<file path="src/rtl/vga_scanout_if.sv">
// Video RAM read port and VGA pin bundle used by vga_scanout.
// master = scanout engine, slave = RAM / display side.
interface vga_scanout_if #(
  parameter int ADDR_W = 16,
  parameter int DATA_W = 16
);
  logic [ADDR_W-1:0] address;
  logic [DATA_W-1:0] q;
  logic [3:0]        VGA_R;
  logic [3:0]        VGA_G;
  logic [3:0]        VGA_B;
  logic              HS;
  logic              VS;
  logic              frame_start;

  modport master (output address, input q, output VGA_R, VGA_G, VGA_B, HS, VS, frame_start);
  modport slave  (input address, output q, input VGA_R, VGA_G, VGA_B, HS, VS, frame_start);
endinterface

</file>
<file path="src/rtl/vga_scanout.sv">
// Parametrised VGA timing generator and packed-pixel framebuffer reader.
// Optional 16-entry colour palette enabled by defining VGA_SCANOUT_PALETTE_EN.
module vga_scanout #(
  parameter int H_ACTIVE  = 640,
  parameter int H_FP      = 16,
  parameter int H_SYNC    = 96,
  parameter int H_BP      = 48,
  parameter int V_ACTIVE  = 480,
  parameter int V_FP      = 10,
  parameter int V_SYNC    = 2,
  parameter int V_BP      = 33,
  parameter bit SYNC_POL  = 1'b0,
  parameter int ADDR_W    = 16,
  parameter int DATA_W    = 16,
  parameter int PIX_W     = 4,
  parameter int SCALE     = 2,
  parameter int BASE_ADDR = 0,
  parameter int RAM_LAT   = 1
) (
  input  logic          clock,
  input  logic          reset_n,
  input  logic          enable,
`ifdef VGA_SCANOUT_PALETTE_EN
  input  logic          pal_we,
  input  logic [3:0]    pal_addr,
  input  logic [11:0]   pal_data,
`endif
  vga_scanout_if.master vga
);

  localparam int H_TOTAL = H_ACTIVE + H_FP + H_SYNC + H_BP;
  localparam int V_TOTAL = V_ACTIVE + V_FP + V_SYNC + V_BP;
  localparam int LW      = H_ACTIVE / SCALE;
  localparam int PPW     = DATA_W / PIX_W;
  localparam int PPW_SH  = $clog2(PPW);
  localparam int SLOT_W  = (PPW > 1) ? PPW_SH : 1;
  localparam int HC_W    = $clog2(H_TOTAL + 1);
  localparam int VC_W    = $clog2(V_TOTAL + 1);
  localparam int SC_W    = (SCALE > 1) ? $clog2(SCALE) : 1;
  localparam int IDX_W   = ADDR_W + PPW_SH;

  localparam logic [HC_W-1:0] H_LAST     = HC_W'(H_TOTAL - 1);
  localparam logic [HC_W-1:0] H_ACT_END  = HC_W'(H_ACTIVE);
  localparam logic [HC_W-1:0] H_ACT_LAST = HC_W'(H_ACTIVE - 1);
  localparam logic [HC_W-1:0] HS_START   = HC_W'(H_ACTIVE + H_FP);
  localparam logic [HC_W-1:0] HS_END     = HC_W'(H_ACTIVE + H_FP + H_SYNC);
  localparam logic [VC_W-1:0] V_LAST     = VC_W'(V_TOTAL - 1);
  localparam logic [VC_W-1:0] V_ACT_END  = VC_W'(V_ACTIVE);
  localparam logic [VC_W-1:0] V_ACT_LAST = VC_W'(V_ACTIVE - 1);
  localparam logic [VC_W-1:0] VS_START   = VC_W'(V_ACTIVE + V_FP);
  localparam logic [VC_W-1:0] VS_END     = VC_W'(V_ACTIVE + V_FP + V_SYNC);
  localparam logic [SC_W-1:0] SUB_LAST   = SC_W'(SCALE - 1);
  localparam logic [IDX_W-1:0] LW_C      = IDX_W'(LW);
  localparam logic [ADDR_W-1:0] BASE_C   = ADDR_W'(BASE_ADDR);
  localparam logic SYNC_OFF              = !SYNC_POL;

  typedef struct packed {
    logic              act;
    logic              hs;
    logic              vs;
    logic              fs;
    logic [SLOT_W-1:0] slot;
  } ctl_t;

  logic [HC_W-1:0]   h_cnt_r;
  logic [VC_W-1:0]   v_cnt_r;
  logic [SC_W-1:0]   h_sub_r;
  logic [SC_W-1:0]   v_sub_r;
  logic [IDX_W-1:0]  x_r;
  logic [IDX_W-1:0]  line_start_r;
  logic [IDX_W-1:0]  idx_s;
  ctl_t              ctl_s;
  ctl_t              ctl_pipe_r [RAM_LAT+1];
  logic [ADDR_W-1:0] address_r;
  logic [3:0]        pix_s;
  logic [11:0]       colour_s;
  logic [3:0]        r_r;
  logic [3:0]        g_r;
  logic [3:0]        b_r;
  logic              hs_r;
  logic              vs_r;
  logic              fs_r;

  function automatic logic [3:0] pix_pick(input logic [DATA_W-1:0] word, input logic [SLOT_W-1:0] slot);
    logic [3:0] p;
    p = 4'h0;
    for (int i = 0; i < PPW; i++) begin
      if (slot == SLOT_W'(i)) p[PIX_W-1:0] = word[i*PIX_W +: PIX_W];
    end
    return p;
  endfunction

  // Left-align the pixel and replicate its bits to fill a 4-bit channel.
  function automatic logic [3:0] grey(input logic [3:0] p);
    logic [3:0] g;
    case (PIX_W)
      32'd1:   g = {4{p[0]}};
      32'd2:   g = {p[1:0], p[1:0]};
      default: g = p;
    endcase
    return g;
  endfunction

  // Raster counters plus scaled x position and line-start accumulator (stands in for y*LW).
  always_ff @(posedge clock or negedge reset_n) begin
    if (!reset_n) begin
      h_cnt_r      <= '0;
      v_cnt_r      <= '0;
      h_sub_r      <= '0;
      v_sub_r      <= '0;
      x_r          <= '0;
      line_start_r <= '0;
    end else if (!enable) begin
      h_cnt_r      <= '0;
      v_cnt_r      <= '0;
      h_sub_r      <= '0;
      v_sub_r      <= '0;
      x_r          <= '0;
      line_start_r <= '0;
    end else begin
      if (h_cnt_r == H_LAST) begin
        h_cnt_r <= '0;
        if (v_cnt_r == V_LAST) begin
          v_cnt_r <= '0;
          v_sub_r <= '0;
        end else begin
          v_cnt_r <= v_cnt_r + VC_W'(1);
          v_sub_r <= (v_sub_r == SUB_LAST) ? '0 : v_sub_r + SC_W'(1);
        end
      end else begin
        h_cnt_r <= h_cnt_r + HC_W'(1);
      end

      if (h_cnt_r == H_ACT_LAST) begin
        h_sub_r <= '0;
        x_r     <= '0;
      end else if ((h_cnt_r < H_ACT_END) && (v_cnt_r < V_ACT_END)) begin
        if (h_sub_r == SUB_LAST) begin
          h_sub_r <= '0;
          x_r     <= x_r + IDX_W'(1);
        end else begin
          h_sub_r <= h_sub_r + SC_W'(1);
        end
      end

      // After the last visible line the next line to fetch is the top of the next frame.
      if ((h_cnt_r == H_LAST) && (v_cnt_r == V_LAST)) begin
        line_start_r <= '0;
      end else if ((h_cnt_r == H_ACT_LAST) && (v_cnt_r < V_ACT_END) && (v_sub_r == SUB_LAST)) begin
        line_start_r <= (v_cnt_r == V_ACT_LAST) ? '0 : line_start_r + LW_C;
      end
    end
  end

  // Stage-0 control word derived from the counters.
  always_comb begin
    idx_s     = line_start_r + x_r;
    ctl_s     = '0;
    ctl_s.act = enable && (h_cnt_r < H_ACT_END) && (v_cnt_r < V_ACT_END);
    ctl_s.hs  = enable && (h_cnt_r >= HS_START) && (h_cnt_r < HS_END);
    ctl_s.vs  = enable && (v_cnt_r >= VS_START) && (v_cnt_r < VS_END);
    ctl_s.fs  = enable && (h_cnt_r == '0) && (v_cnt_r == '0);
    ctl_s.slot = idx_s[SLOT_W-1:0];
  end

  // Address register and control delay line matching the RAM read latency.
  always_ff @(posedge clock or negedge reset_n) begin
    if (!reset_n) begin
      address_r <= BASE_C;
      for (int i = 0; i <= RAM_LAT; i++) ctl_pipe_r[i] <= '0;
    end else begin
      address_r     <= BASE_C + ADDR_W'(idx_s >> PPW_SH);
      ctl_pipe_r[0] <= ctl_s;
      for (int i = 1; i <= RAM_LAT; i++) ctl_pipe_r[i] <= ctl_pipe_r[i-1];
    end
  end

`ifdef VGA_SCANOUT_PALETTE_EN
  logic [11:0] pal_r [16];

  // Palette register file, reset to the grey ramp.
  always_ff @(posedge clock or negedge reset_n) begin
    if (!reset_n) begin
      for (int i = 0; i < 16; i++) pal_r[i] <= {3{4'(i)}};
    end else if (pal_we) begin
      pal_r[pal_addr] <= pal_data;
    end
  end
`endif

  // Pixel extraction from the RAM word and colour mapping.
  always_comb begin
    pix_s = pix_pick(vga.q, ctl_pipe_r[RAM_LAT].slot);
`ifdef VGA_SCANOUT_PALETTE_EN
    colour_s = pal_r[pix_s];
`else
    colour_s = {3{grey(pix_s)}};
`endif
  end

  // Output register driving the VGA pins.
  always_ff @(posedge clock or negedge reset_n) begin
    if (!reset_n) begin
      r_r  <= 4'h0;
      g_r  <= 4'h0;
      b_r  <= 4'h0;
      hs_r <= SYNC_OFF;
      vs_r <= SYNC_OFF;
      fs_r <= 1'b0;
    end else begin
      r_r  <= ctl_pipe_r[RAM_LAT].act ? colour_s[11:8] : 4'h0;
      g_r  <= ctl_pipe_r[RAM_LAT].act ? colour_s[7:4]  : 4'h0;
      b_r  <= ctl_pipe_r[RAM_LAT].act ? colour_s[3:0]  : 4'h0;
      hs_r <= ctl_pipe_r[RAM_LAT].hs ? SYNC_POL : SYNC_OFF;
      vs_r <= ctl_pipe_r[RAM_LAT].vs ? SYNC_POL : SYNC_OFF;
      fs_r <= ctl_pipe_r[RAM_LAT].fs;
    end
  end

  assign vga.address     = address_r;
  assign vga.VGA_R       = r_r;
  assign vga.VGA_G       = g_r;
  assign vga.VGA_B       = b_r;
  assign vga.HS          = hs_r;
  assign vga.VS          = vs_r;
  assign vga.frame_start = fs_r;

endmodule
</file>
<file path="src/flat_wrapper.sv">
// flat-port wrapper written by rule: the top's interface ports become plain ports
module vga_scanout_flat 
#(
  parameter int H_ACTIVE  = 640,
  parameter int H_FP      = 16,
  parameter int H_SYNC    = 96,
  parameter int H_BP      = 48,
  parameter int V_ACTIVE  = 480,
  parameter int V_FP      = 10,
  parameter int V_SYNC    = 2,
  parameter int V_BP      = 33,
  parameter bit SYNC_POL  = 1'b0,
  parameter int ADDR_W    = 16,
  parameter int DATA_W    = 16,
  parameter int PIX_W     = 4,
  parameter int SCALE     = 2,
  parameter int BASE_ADDR = 0,
  parameter int RAM_LAT   = 1
)
  (clock, reset_n, enable, vga_address, vga_q, vga_VGA_R, vga_VGA_G, vga_VGA_B, vga_HS, vga_VS, vga_frame_start);
  vga_scanout_if #(.ADDR_W(ADDR_W), .DATA_W(DATA_W)) vga_i ();
  input  logic clock;
  input  logic reset_n;
  input  logic enable;
  output wire logic [$bits(vga_i.address)-1:0] vga_address;
  input wire logic [$bits(vga_i.q)-1:0] vga_q;
  output wire logic [$bits(vga_i.VGA_R)-1:0] vga_VGA_R;
  output wire logic [$bits(vga_i.VGA_G)-1:0] vga_VGA_G;
  output wire logic [$bits(vga_i.VGA_B)-1:0] vga_VGA_B;
  output wire logic [$bits(vga_i.HS)-1:0] vga_HS;
  output wire logic [$bits(vga_i.VS)-1:0] vga_VS;
  output wire logic [$bits(vga_i.frame_start)-1:0] vga_frame_start;
  assign vga_address = vga_i.address;
  assign vga_i.q = vga_q;
  assign vga_VGA_R = vga_i.VGA_R;
  assign vga_VGA_G = vga_i.VGA_G;
  assign vga_VGA_B = vga_i.VGA_B;
  assign vga_HS = vga_i.HS;
  assign vga_VS = vga_i.VS;
  assign vga_frame_start = vga_i.frame_start;
  vga_scanout #(.H_ACTIVE(H_ACTIVE), .H_FP(H_FP), .H_SYNC(H_SYNC), .H_BP(H_BP), .V_ACTIVE(V_ACTIVE), .V_FP(V_FP), .V_SYNC(V_SYNC), .V_BP(V_BP), .SYNC_POL(SYNC_POL), .ADDR_W(ADDR_W), .DATA_W(DATA_W), .PIX_W(PIX_W), .SCALE(SCALE), .BASE_ADDR(BASE_ADDR), .RAM_LAT(RAM_LAT)) u_core (.clock(clock), .reset_n(reset_n), .enable(enable), .vga(vga_i));
endmodule
</file>
<file path="config.mk">
export PLATFORM = sky130hd
export DESIGN_NAME = vga_scanout_flat
export DESIGN_NICKNAME = d
export VERILOG_FILES = /design/src/rtl/vga_scanout_if.sv /design/src/rtl/vga_scanout.sv /design/src/flat_wrapper.sv
export SDC_FILE = /design/constraint.sdc
export NUM_CORES = 1
export LEC_CHECK = 0
export ABC_CLOCK_PERIOD_IN_PS = 6800
export CORE_MARGIN = 2
export CORE_UTILIZATION = 35
export CTS_BUF_LIST = sky130_fd_sc_hd__clkbuf_16
export CTS_CLUSTER_DIAMETER = 40
export DETAILED_ROUTE_END_ITERATION = 7
export PLACE_DENSITY = 0.65
export SYNTH_ARGS = -nofsm -noshare
export SYNTH_HDL_FRONTEND = slang
export SYNTH_SLANG_ARGS = --single-unit
</file>
<file path="constraint.sdc">
create_clock -name clock -period 6.8 [get_ports clock]
set_input_delay 1.02 -clock clock [delete_from_list [all_inputs] [get_ports clock]]
set_output_delay 1.02 -clock clock [all_outputs]
set_load 0.01 [all_outputs]
</file>
* Word level (Yosys, flattened, before mapping)
Cells that the tools add are included.
** Storage, ports and cells
- Flip-flop bits (word level) :: 93
- Input port bits :: 19
- Output and inout bits :: 31
- Logic and storage cells :: 89
** Cells by class
- $add $sub $neg :: 7
- Magnitude comparators :: 6
- Equality and inequality tests :: 11
- Mux-type cells :: 28
- Reduce and logical (&&, ||, !) cells :: 16
** Operators by type and width (number)
- two-way mux 18 bit :: 8
- two-way mux 10 bit :: 5
- == test 10 bit, second input constant :: 3
- adder 10 x 1 -> 10 bit, second input constant :: 2
- zero test 10 bit :: 2
- less-than comparator 10 bit, second input constant :: 2
- less-than comparator 10 x 9 -> 1 bit, second input constant :: 2
- two-way mux 4 bit :: 5
- adder 18 x 1 -> 18 bit, second input constant :: 1
- adder 18 bit :: 1
- adder 18 x 9 -> 18 bit, second input constant :: 1
- logical AND 1 bit :: 12
- == test 10 x 9 -> 1 bit, second input constant :: 1
- >= comparator 10 bit, second input constant :: 1
- >= comparator 10 x 9 -> 1 bit, second input constant :: 1
- two-way mux 1 bit :: 10
- != test 3 x 1 -> 1 bit, second input constant :: 3
- == test 2 bit, second input constant :: 2
- adder 1 bit, second input constant :: 2
- == test 2 x 1 -> 1 bit, second input constant :: 1
- zero test 2 bit :: 1
- != test 2 x 1 -> 1 bit, second input constant :: 1
- AND reduction 2 bit :: 1

* Logic depth before layout (Yosys ltp)
- Word-level depth :: 6
- Depth in mapped cells :: 8
- Mapped depth without buffers :: 7

* Least setup slack after synthesis
No wires, ideal clock.
- Path kind :: register to register
- From :: reg u_core.h_cnt_r[0]
- To :: reg u_core.line_start_r[15]
- Library setup time :: 73 ps
- Data arrival time :: 2209 ps
- Data required time :: 6727 ps
- Setup slack :: 4518 ps
- Stages on the path, launching flop included :: 7
- Path buffers :: 0
- Clock period less this slack :: 2282 ps
- Cell sequence :: dfrtp_1 > ha_1 > nand2_1 > or4b_4 > or3_4 > or4_4 > a21oi_2
** Between the ends
- Word-level cells in the longest chain between the ends :: 4
- Elaborated cells on any way between the ends :: 8
- Those cells by class :: 3 x eq/ne; 2 x mux; 3 x reduce/logical
** Ends and longest elaborated chain
- start: declaration :: line vga_scanout.sv:65 : logic [HC_W-1:0] h_cnt_r;
- start signal: assignment :: line vga_scanout.sv:131 : h_cnt_r <= h_cnt_r + HC_W'(1);
- == test 10 bit, on equally long branches :: line vga_scanout.sv:149, vga_scanout.sv:147
- logical AND 1 bit, on equally long branches :: line vga_scanout.sv:149, vga_scanout.sv:147
- logical AND 1 bit / two-way mux 18 bit (equally long branches) :: line vga_scanout.sv:149, vga_scanout.sv:147
- != test 3 x 1 -> 1 bit (no line) / two-way mux 18 bit (equally long branches)
- end signal: assignment :: line vga_scanout.sv:150 : line_start_r <= (v_cnt_r == V_ACT_LAST) ? '0 : line_start_r + LW_C;
- end: declaration :: line vga_scanout.sv:70 : logic [IDX_W-1:0] line_start_r;
Parallel ways exist; a longest one is shown, timed or not.
A chain may end at the register's enable or synchronous reset.

* Worst setup path after layout
- From :: reg u_core.v_cnt_r[0]
- To :: reg u_core.v_cnt_r[7]
** Between the ends
- Word-level cells in the longest chain between the ends :: 4
- Elaborated cells on any way between the ends :: 5
- Those cells by class :: 1 x add/sub; 1 x eq/ne; 3 x mux
** Ends and longest elaborated chain
- start: declaration :: line vga_scanout.sv:66 : logic [VC_W-1:0] v_cnt_r;
- start signal: assignment :: line vga_scanout.sv:127 : v_cnt_r <= v_cnt_r + VC_W'(1);
- adder 10 x 1 -> 10 bit / == test 10 bit (equally long branches) :: line vga_scanout.sv:127, vga_scanout.sv:123
- two-way mux 10 bit * :: line vga_scanout.sv:123 : if (v_cnt_r == V_LAST) begin
- two-way mux 10 bit * :: line vga_scanout.sv:121 : if (h_cnt_r == H_LAST) begin
- two-way mux 10 bit * :: line vga_scanout.sv:113 : end else if (!enable) begin
Mark *: on every way between the ends. The rest lies on a longest branch, timed or not. The select of a mux whose other input is x is not followed.

==> reports/summary.md <==
The run gives 2180 um^2 as the footprint of the flip-flops and latches. The number of antenna violations at the first check in global routing came out at 0. The startpoint of the worst-slack reg-to-reg timing path was u_core.v_cnt_r[0]. Max-cap violations in this run came to 0. The tools report the sequential fraction of the synthesis area as 49.56%. Each instance of the synthesized netlist takes up on average 10.13 um^2. The worst setup path is of the reg -> reg kind. Overall routed net length: 8540 um. The run gives 15,240 um as the first-pass GRT wire length. Number of DRC markers in iteration 0: 124. For the number of different library cells in the post-synthesis netlist, the log shows 55. The overall die height is 116.1 um, and the number of routed nets with antenna violations is 0. Yosys mapped a number of flops with a built-in enable equal to 0. The die covers 13,480 um^2. The congestion estimate from routability-driven global placement came to 0.8400.

Vias per cell: 5.102. The detailed router put a total of 3965 um of wire on met1. Top-level I/O count: 50. Sorting the synthesized cells by how often they occur yields 85 x sky130_fd_sc_hd__dfrtp_1, 43 x sky130_fd_sc_hd__nor2_1, 32 x sky130_fd_sc_hd__nand2_1. The clock net in this run drives a total of 87 sinks. For the total number of placement rows, the log shows 40. Measured against its own limit, the worst slew margin works out to 41.46%. The detailed-routed wire length on met2 came out at 4108 um. In the synthesized netlist, the number of instances is 434. The core region is 12,160 um^2.

The post-layout minimum cycle time is 2.488 ns. Final setup skew: 0.01169 ns. Post-CTS timing repair inserted 0 buffers for setup.

Summed over all nets, wire length on met3 after detailed routing comes to 299 um. The register bit total from synthesis works out to 87. Startpoint kind of the worst setup timing path: a flop. The H-tree generated during clock tree synthesis spans 3 levels. Of the cells placed in the final design, the portion with a size suffix greater than 1 is 7.500%. In the final layout, the multi-input gates occupy 2047 um^2.

The logs give 14.30% for the overall routing resource usage and 0.2398 mW for the net switching power of the design. The worst setup path is captured at a flop. In this run the most critical hold path is launched from u_core.ctl_pipe_r[7]. In the final design database the tool counted 512 nets.

After layout, the worst path uses 36.58% of the clock period. The number of buffer cells added on primary ports is 49. For this run, the top clock speed supported by timing is 402.0 MHz. The logs give 1,156 for the number of filler instances in the final layout and 9 for the number of buffers created by CTS.

After synthesis, the share of flip-flops with an asynchronous set or reset is 100.0%. The initial cell density of the core was 36.16%. Of the total power, the clock network draws 46.1%.

Pin count of the biggest net entering global routing: 72. The routed layout has 3,306 vias. The run finished with clean final reports. The tools report the synthesized netlist net count as 471. For the worst setup path, the data arrival time is 2.72 ns. The logs give 0 for the detailed-route DRC error count and 0 for the total of warnings raised by yosys. Sequential cells account for 47.8% of the total power. The post-synthesis to final-layout area growth came out at 20.77%. For the detailed-routing iteration count for the pre-antenna-repair pass, the log shows 5. The total grt overflow came out at 0. The number of max-slew violations in the final report is 0, and the portion of synthesized cell area occupied by the leading cell type is 48.36%. The number of antenna diodes in the final layout is 0.

The number of hold buffers added after cts was 0. Most frequent cell after synthesis: sky130_fd_sc_hd__dfrtp_1. The total power is 1.124 mW, and the power density over the cells is 211.7 nW/um^2. The total leakage power is 2.275 nW. In this run the worst setup path begins at u_core.v_cnt_r[0]. Among all flip-flop cells after synthesis, the most frequent one is sky130_fd_sc_hd__dfrtp_1. The cell accounting for the most synthesized area was sky130_fd_sc_hd__dfrtp_1. In this run, the combinational gates consume 6.1% of the power. The detailed-placement wirelength estimate was 6086 um; the netlist area before placement was 4398 um^2. TritonCTS built the clock tree. Slew at the pin closest to its max-slew limit: 0.8780 ns. Highest metal layer with signal wires: met4. The die width was 116.1 um; the design internal power was 0.8844 mW. Number of failing hold endpoints at the final stage: 0. The tree is rooted in a sky130_fd_sc_hd__clkbuf_16.

Setup violations remaining at the end of the flow were counted as 0. The clock passes through at most 2 buffers. In the final timing run, aggregate negative setup slack is 0 ns. The largest fanout on the critical path is 8, and the peak supply drop is 0.1005 mV. The detail-routed net length per standard cell works out to 13.18 um. The quantity of gates resized following cts was 0. After clock tree synthesis, the clock-pin slew on the worst setup and hold paths is 0.06 ns. The clock latency on the worst-skew pair was 0.34 ns. Setup repair after global routing left no endpoint under its margin. Data on the critical path is required at its endpoint by 7.03 ns.

Yosys attributes the largest share of cell area to sky130_fd_sc_hd__dfrtp_1 48%, sky130_fd_sc_hd__ha_1 5.1%, sky130_fd_sc_hd__xor2_1 4.0%. In this run switching power makes up 21.33% of total power. For the number of global-route vias before repair, the log shows 3,306. In this run the worst hold path is classified as reg -> reg.
==> cell usage in the layout (no fill, tap or decap), types with 9 or more instances in the layout <==
cell and instances:
sky130_fd_sc_hd__dfrtp_1 85, sky130_fd_sc_hd__clkdlybuf4s50_1 48, sky130_fd_sc_hd__nor2_1 43, sky130_fd_sc_hd__nand2_1 32
sky130_fd_sc_hd__o21ai_0 27, sky130_fd_sc_hd__a21oi_1 26, sky130_fd_sc_hd__nand3_1 20, sky130_fd_sc_hd__xor2_1 20
sky130_fd_sc_hd__xnor2_1 19, sky130_fd_sc_hd__ha_1 18, sky130_fd_sc_hd__or3_1 13, sky130_fd_sc_hd__inv_1 12
sky130_fd_sc_hd__nand4_1 9, sky130_fd_sc_hd__clkbuf_16 9
==> metal layers <==
metal,global-route usage (%),vias up
met1,17.65,1616
met5,0,-
met4,7.698,0
met3,2.595,13
li1,-,1611
met2,23.94,66
==> critical path, stage by stage (launching register included) <==
cell and delay (ns):
sky130_fd_sc_hd__dfrtp_1 0.42, sky130_fd_sc_hd__inv_1 0.09, sky130_fd_sc_hd__ha_1 0.14, sky130_fd_sc_hd__or4b_2 0.64, sky130_fd_sc_hd__o31ai_1 0.43, sky130_fd_sc_hd__or2_1 0.30, sky130_fd_sc_hd__o21ai_0 0.13, sky130_fd_sc_hd__a22o_1 0.23
==> per-stage QoR <==
step                      util [%]  setup WS, ns  std cells  hold slack, ns  cell area (um^2)
after floorplan                  -         4.518        434          0.3312              4398
after global placement       41.11         4.181        632          0.3341              5000
after detailed placement     41.11         4.101        632          0.3347              5000
after CTS                    43.67         4.309        648          0.3489              5311
after global routing         43.67         4.137        648          0.3576              5311
final                        43.67         4.312        648          0.3479              5311
==> cell families after synthesis <==
| logic type | synth area share, % |
|---|---|
| AND/OR/NAND/NOR | 20.40 |
| buffers and inverters | 3.897 |
| other | 0.08527 |
| flip-flops | 49.56 |
| multiplexers | 2.276 |
| AO/OA/AOI/OAI | 10.90 |
| XOR/XNOR | 7.767 |
| adder cells (fa/ha/maj) | 5.121 |
==> final cells by class <==
cell class | count | area share, %
clock buffer | 9 | 4.240
clock inverter | 7 | 1.625
inverter | 12 | 0.8481
multi-input combinational | 312 | 38.54
sequential | 87 | 41.04
tap | 168 | 3.958
timing repair buffer | 53 | 9.753
==> flip-flops by register name, summed over array words and instances, names as in the netlist <==
| signal | count |
|---|---|
| u_core.ctl_pipe_r | 12 |
| u_core.h_cnt_r | 10 |
| u_core.h_sub_r | 1 |
| u_core.line_start_r | 12 |
| u_core.v_cnt_r | 10 |
| u_core.v_sub_r | 1 |
| u_core.vga.HS | 1 |
| u_core.vga.VGA_R | 4 |
| u_core.vga.VS | 1 |
| u_core.vga.address | 16 |
| u_core.vga.frame_start | 1 |
| u_core.x_r | 18 |
==> power by group through the flow <==
stage / Combinational, mW / Clock, mW / Sequential (mW)
5_1_grt: 0.0769 / 0.556 / 0.539
6_report: 0.0687 / 0.518 / 0.537
2_1_floorplan: 0.0329 / 0 / 0.547
3_3_place_gp: 0.0691 / 0 / 0.546
4_1_cts: 0.0705 / 0.534 / 0.538
3_5_place_dp: 0.0703 / 0 / 0.548
==> final timing paths <==
check	endpoint	slack [ns]	depth (start not counted)
max	u_core.v_cnt_r[7]	4.31	7
min	u_core.ctl_pipe_r[1]	0.35	0
max reg2reg	u_core.v_cnt_r[7]	4.31	7
min reg2reg	u_core.ctl_pipe_r[1]	0.35	0
max in group asynchronous	u_core.x_r[16]	5.13	2
min in group asynchronous	u_core.v_cnt_r[5]	0.54	1
(Power assumes the default switching activity.)
